[src/rtl/ramwriter.sv]
// Burst RAM writer: latches a base address and up to NB data bytes, then
// emits one registered byte write per cycle followed by a single done pulse.
module ramwriter #(
  parameter int AW = 16,
  parameter int NB = 8
) (
  input  logic            clk,
  input  logic            rst,
  input  logic            start,
  input  logic [AW-1:0]   add,
  input  logic [3:0]      len,
  input  logic [8*NB-1:0] d,
  output logic            we,
  output logic [AW-1:0]   adq,
  output logic [7:0]      q,
  output logic            kp,
  output logic            done
);

  localparam logic [1:0] IDLE  = 2'd0;
  localparam logic [1:0] WRITE = 2'd1;
  localparam logic [1:0] DONE  = 2'd2;

  localparam logic [3:0] NBL = 4'(NB);

  logic [1:0]      state;
  logic [AW-1:0]   base_l;
  logic [8*NB-1:0] data_l;
  logic [3:0]      len_l;
  logic [3:0]      cnt;
  logic [3:0]      len_c;
  logic [8*NB-1:0] data_sh;

  always_comb begin
    len_c   = (len > NBL) ? NBL : len;
    data_sh = data_l >> {cnt, 3'b000};
  end

  always_ff @(posedge clk or posedge rst) begin
    if (rst) begin
      state  <= IDLE;
      base_l <= '0;
      data_l <= '0;
      len_l  <= '0;
      cnt    <= '0;
      we     <= 1'b0;
      adq    <= '0;
      q      <= '0;
      kp     <= 1'b0;
      done   <= 1'b0;
    end else begin
      case (state)
        IDLE: begin
          we   <= 1'b0;
          kp   <= 1'b0;
          done <= 1'b0;
          // kp is still high in the cycle done is shown, so a start there is ignored
          if (start && !kp) begin
            base_l <= add;
            data_l <= d;
            len_l  <= len_c;
            cnt    <= '0;
            state  <= (len_c == 4'd0) ? DONE : WRITE;
          end
        end
        WRITE: begin
          we   <= 1'b1;
          kp   <= 1'b1;
          done <= 1'b0;
          adq  <= base_l + AW'(cnt);
          q    <= data_sh[7:0];
          cnt  <= cnt + 4'd1;
          if (cnt == len_l - 4'd1)
            state <= DONE;
        end
        DONE: begin
          we    <= 1'b0;
          kp    <= 1'b1;
          done  <= 1'b1;
          state <= IDLE;
        end
        default: begin
          we    <= 1'b0;
          kp    <= 1'b0;
          done  <= 1'b0;
          state <= IDLE;
        end
      endcase
    end
  end

endmodule

[config.mk]
export PLATFORM = sky130hd
export DESIGN_NAME = ramwriter
export DESIGN_NICKNAME = d
export VERILOG_FILES = /design/src/rtl/ramwriter.sv
export SDC_FILE = /design/constraint.sdc
export NUM_CORES = 1
export LEC_CHECK = 0
export BUFFER_PORTS_ARGS = -buffer_cell sky130_fd_sc_hd__buf_2
export CELL_PAD_IN_SITES_DETAIL_PLACEMENT = 1
export CELL_PAD_IN_SITES_GLOBAL_PLACEMENT = 2
export CORE_UTILIZATION = 36
export DETAILED_ROUTE_END_ITERATION = 10
export GPL_ROUTABILITY_DRIVEN = 0
export PLACE_DENSITY_LB_ADDON = 0.1
export SYNTH_ARGS = -nofsm -noshare
export SYNTH_HDL_FRONTEND = slang
export SYNTH_SLANG_ARGS = --single-unit
[constraint.sdc]
create_clock -name clk -period 5.5 [get_ports clk]
set_input_delay 1.1 -clock clk [delete_from_list [all_inputs] [get_ports clk]]
set_output_delay 1.1 -clock clk [all_outputs]
set_load 0.005 [all_outputs]
# After elaboration in Yosys (flattened, before gate mapping)
# Cells that the tools add are included.
dict set report op_classes {
  n_addsub 3
  n_lt_le_gt_ge 1
  n_eq_ne 5
  shifts 1
  muxes 10
  n_reduce_logical 9
}
# cell count
set ops {}
lappend ops {{$shr 64x7->8} 1}
lappend ops {{$add 16x4->16} 1}
lappend ops {{$mux 4} 2}
lappend ops {{$pmux 4 s2} 1}
lappend ops {{$mux 2} 3}
lappend ops {{$reduce_and 2->1} 3}
lappend ops {{$add 4x1->4 const B} 1}
lappend ops {{$eq 4x4->1} 1}
lappend ops {{$gt 4x4->1 const B} 1}
lappend ops {{$logic_not 4->1} 1}
lappend ops {{$ne 2x2->1 const B} 2}
lappend ops {{$pmux 2 s2} 1}
lappend ops {{$sub 4x1->4 const B} 1}
lappend ops {{$mux 1} 3}
lappend ops {{$eq 2x1->1 const B} 1}
lappend ops {{$eq 2x2->1 const B} 1}
lappend ops {{$logic_not 2->1} 1}
lappend ops {{$reduce_bool 2->1} 1}
lappend ops {{$reduce_or 2->1} 1}
lappend ops {{$logic_and 1x1->1} 1}
lappend ops {{$logic_not 1->1} 1}
dict set report totals {
  regBits 117
  output_inout_bits 27
}

# Logic depth before layout (Yosys ltp)
dict set report logic_depth {
  depth_word 6
  ltp_mapped 9
}

# Worst setup path after synthesis
# No wires, ideal clock.
dict set report synth_path {
  kind {input to register}
  startpoint {input start}
  endpoint {register data_l[10]}
  setup_ps 125
  arrival_time_ps 2047
  t_required_ps 5375
  slack_ps 3328
  cell_stages 4
  n_path_buf 2
  cell_sequence {nand3b_1 buf_2 buf_2 mux2_2}
}
dict set report synth_between {
  elab_chain_cells 2
}
# item line
set synth_lines {}
lappend synth_lines {{from (decl)} 9} ;# input logic start,
lappend synth_lines {{$logic_and 1x1->1} 58} ;# if (start && !kp) begin
lappend synth_lines {{$reduce_and 2->1 (no line)} --}
lappend synth_lines {{to (signal assigned)} 43} ;# data_l <= '0;
lappend synth_lines {{to (signal assigned)} 60} ;# data_l <= d;
lappend synth_lines {{to (decl)} 28} ;# logic [8*NB-1:0] data_l;
# No other way between the ends.
# A chain may end at the register's enable or synchronous reset.

# Worst setup path after layout
dict set report layout_path {
  startpoint {register cnt[1]}
  endpoint {register adq[7]}
}
dict set report layout_between {
  elab_chain_cells 1
}
# item line
set layout_lines {}
lappend layout_lines {{from (decl)} 30} ;# logic [3:0] cnt;
lappend layout_lines {{from (signal assigned)} 72} ;# cnt <= cnt + 4'd1;
lappend layout_lines {{$add 16x4->16} 70} ;# adq <= base_l + AW'(cnt);
lappend layout_lines {{to (signal assigned)} 70}
lappend layout_lines {{to (decl)} 14} ;# output logic [AW-1:0] adq,
# No other way between the ends.

==> results by group <==
STA
  • Setup-failing EPs final: 0
  • Fmax: 353.7 MHz
  • RSZ-0062 raised after global routing: false
  • Worst-Margin Slew: 1049 ps
  • Period utilization: 51.40%
  • Max transition margin: 29.87%
  • Final TNS setup: 0 ps
  • Clock Skews: 7.069 ps
  • Final Max Tran Viols: 0
  • Final Critical Period: 2827 ps
  • Final count of hold timing violations: 0

Global route
  • Antenna violations before repair: 0
  • Largest net degree at the start of global routing: 70
  • Tot GR Track Use: 18.27%
  • First-pass GRT wire length: 21780 um
  • Vias in the first global route: 4090
  • Total gr overflow: 0

Yosys
  • Ys flop type: dfrtp_1
  • Synth cell types: 51
  • Yosys top cell by area: dfrtp_1
  • Syn Nets: 520
  • Yosys synthesis warning count: 0
  • Mapped Area: 5450 um^2
  • Synth area leaders: dfrtp_1 54%, mux2_2 17%, mux4_2 3.3%
  • FF+latch count, synth: 117
  • Post-synth top area share: 53.72%
  • Seq/Total Area, Yosys: 53.72%
  • EDFF count, synth: 0
  • Async set or reset register ratio after synthesis: 100.0%
  • Mapped Cells: 423
  • Avg Inst Size Synth: 12.88 um^2

Pwr
  • Lkg Pwr: 3.025 nW
  • Power Dens Cells: 605.3 nW/um^2
  • Combinational power share: 33.0%
  • Sw frac: 31.46%
  • Net Switching: 1.295 mW
  • Sequential share of power: 38.6%
  • Worst VDD drop: 315.6 uV
  • Clock power share: 28.4%
  • Internal Power: 2.820 mW

Min path
  • Hold Crit Start: data_l[22]$_DFFE_PP0P_
  • Hold Crit Class: flop to flop

CTS
  • Setup bufs post-CTS: 0
  • Clk sink count: 117
  • Clock tree root buffer cell: clkbuf_16
  • Clk Latency, worst-skew pair: 420 ps
  • CTS buffer count: 17
  • Cts repair resizes: 0
  • CTS tree: yes
  • H-tree levels: 4
  • Worst-path clk slew: 50 ps
  • Hold_buf cts: 0
  • Clk buf depth: 2

Die
  • Die height: 125.0 um
  • Row count: 44
  • Initial Utilization: 37.22%
  • Ports: 114
  • Core area: 14640 um^2
  • Die area: 15640 um^2
  • Die width: 125.0 um

Detailed routing
  • Per-cell routed wire length: 17.76 um
  • Iteration-0 DRC count of the detailed router: 177
  • Antenna-violating nets left: 0
  • DRT Pass-1 Iters: 7
  • Total number of vias: 3731
  • Post-Route WL: 12980 um
  • Routed vias/inst: 5.104
  • Residual DRC: 12

Setup path
  • Worst Setup Path Type: flop to flop
  • Launch point of the worst path: cnt[1]$_DFFE_PP0P_
  • CP Launch Type: flop
  • CP arrival: 3160 ps
  • Critical path buffer and inverter count: 0
  • Element type at the critical path end: flop
  • Slowest cell delay on critical path: 1000 ps
  • Slowest cell on crit path: dfrtp_1
  • Crit-path max FO: 23
  • WP data required: 5830 ps
  • Reg2reg start: cnt[1]$_DFFE_PP0P_
  • Top cell family by delay on the critical path: compound AO/OA/AOI/OAI gates
  • Worst path cell trace: ha_1, a21o_1, a221oi_2, o21ai_0, a31oi_1

Cells and area
  • Area Overhead vs Synth: 24.72%
  • ANT cells: 0
  • Layout Cells excl Fill: 731
  • Layout Nets: 631
  • Share of cells above drive strength 1: 45.34%

Outcome
  • Status: finished with violations
  • Failing checks: DRC

Flow run
  • MaxCap Viol Count: 0

Placement
  • Number of port buffers: 113
  • Placed insts: 699
  • HPWL after detailed placement: 8930 um
flip-flops by register name (all words and copies together), names as in the netlist:
| signal | flops |
|---|---|
| data_l | 64 |
| cnt | 4 |
| state | 2 |
| we | 1 |
| len_l | 4 |
| adq | 16 |
| done | 1 |
| q | 8 |
| kp | 1 |
| base_l | 16 |
area by class of cell:
| cell class | count | area [um^2] |
|---|---|---|
| Inverter | 15 | 58.81 |
| Sequential cell | 117 | 2929 |
| Tap cell | 184 | 230.2 |
| Clock inverter | 9 | 148.9 |
| Fill cell | 1552 | 7846 |
| Multi-Input combinational cell | 266 | 2345 |
| Timing Repair Buffer | 117 | 608.1 |
| Clock buffer | 23 | 478.0 |
power by group through the flow:
stage                     clock network, mW  logic, mW  registers, mW
final                                  1.17       1.36           1.59
after global placement                    0       1.34           1.59
after floorplan                           0       1.03           1.50
after CTS                              1.20       1.39           1.60
after detailed placement                  0       1.38           1.61
after global routing                   1.24       1.51           1.66
cells in the final DEF, fill, tap and decap left out, drive strengths merged, types with 2 or more instances in the layout:
cell / n
a21oi: 6
nand2b: 6
buf: 117
or3: 3
nor2b: 2
o41ai: 2
nor4: 2
or3b: 2
a31oi: 7
xor2: 2
a22o: 2
bufinv: 4
inv: 15
o2111ai: 8
xnor2: 8
mux4: 8
o31ai: 3
mux2: 84
ha: 9
a21o: 4
and3: 4
or4: 3
o21ai: 17
a211oi: 4
nor2: 15
clkinv: 5
nand2: 21
nor3: 3
dfrtp: 117
clkbuf: 23
mux2i: 16
nand3: 14
logic make-up after synthesis:
group | synth area share [%]
AOI/OAI and AO/OA | 7.553
xor gates and xnor gates | 2.043
adders and majority gates | 2.433
buffers and inverters | 3.305
DFF | 53.72
muxes | 23.60
and+or+nand+nor | 7.346
final timing paths:
check / cells past startpoint / to / slack (ps)
max: 5 / adq[7]$_DFFE_PP0P_ / 2670
min: 1 / data_l[22]$_DFFE_PP0P_ / 500
max reg2reg: 5 / adq[7]$_DFFE_PP0P_ / 2670
min reg2reg: 1 / data_l[22]$_DFFE_PP0P_ / 500
max in group asynchronous: 3 / data_l[16]$_DFFE_PP0P_ / 3450
min in group asynchronous: 2 / base_l[11]$_DFFE_PP0P_ / 850
cell usage after synthesis, types with 2 or more instances:
library cell	n
mux2_2	84
nor2b_1	2
buf_4	2
a21oi_1	6
nand2b_1	6
xor2_1	2
a21o_1	3
o2111ai_1	8
a31oi_1	7
dfrtp_1	117
nor3_1	3
or3b_1	2
nand2_1	21
a211oi_1	3
ha_1	9
mux2i_1	16
nor2_1	15
nand3_1	13
o21ai_0	16
a22o_1	2
o31ai_1	3
buf_2	11
o41ai_1	2
clkbuf_1	9
and3_1	3
or4_1	3
or3_1	3
xnor2_1	8
inv_1	15
mux4_2	8
metal layers:
layer	wire, um	share of wire [%]	track usage (%)	vias up
met5	0	0	0	-
met1	6224	48	25.35	1873
met3	593	4.6	4.407	15
met2	5962	46	27.60	83
li1	-	-	-	1760
met4	199	1.5	7.102	0
per-stage QoR:
stage / hold WS, ps / worst slack (ps) / utilization [%] / power [mW] / instance area, um^2
final: 502.2 / 2673 / 46.42 / 4.115 / 6798
after global routing: 521.8 / 2438 / 46.42 / 4.408 / 6798
after CTS: 503.1 / 2530 / 46.42 / 4.185 / 6798
after detailed placement: 490.3 / 2539 / 42.14 / 2.986 / 6171
after global placement: 483.8 / 2578 / 42.14 / 2.929 / 6171
after floorplan: 472.6 / 1299 / - / 2.535 / 5450
No activity file was read; power rests on OpenSTA's default activity.
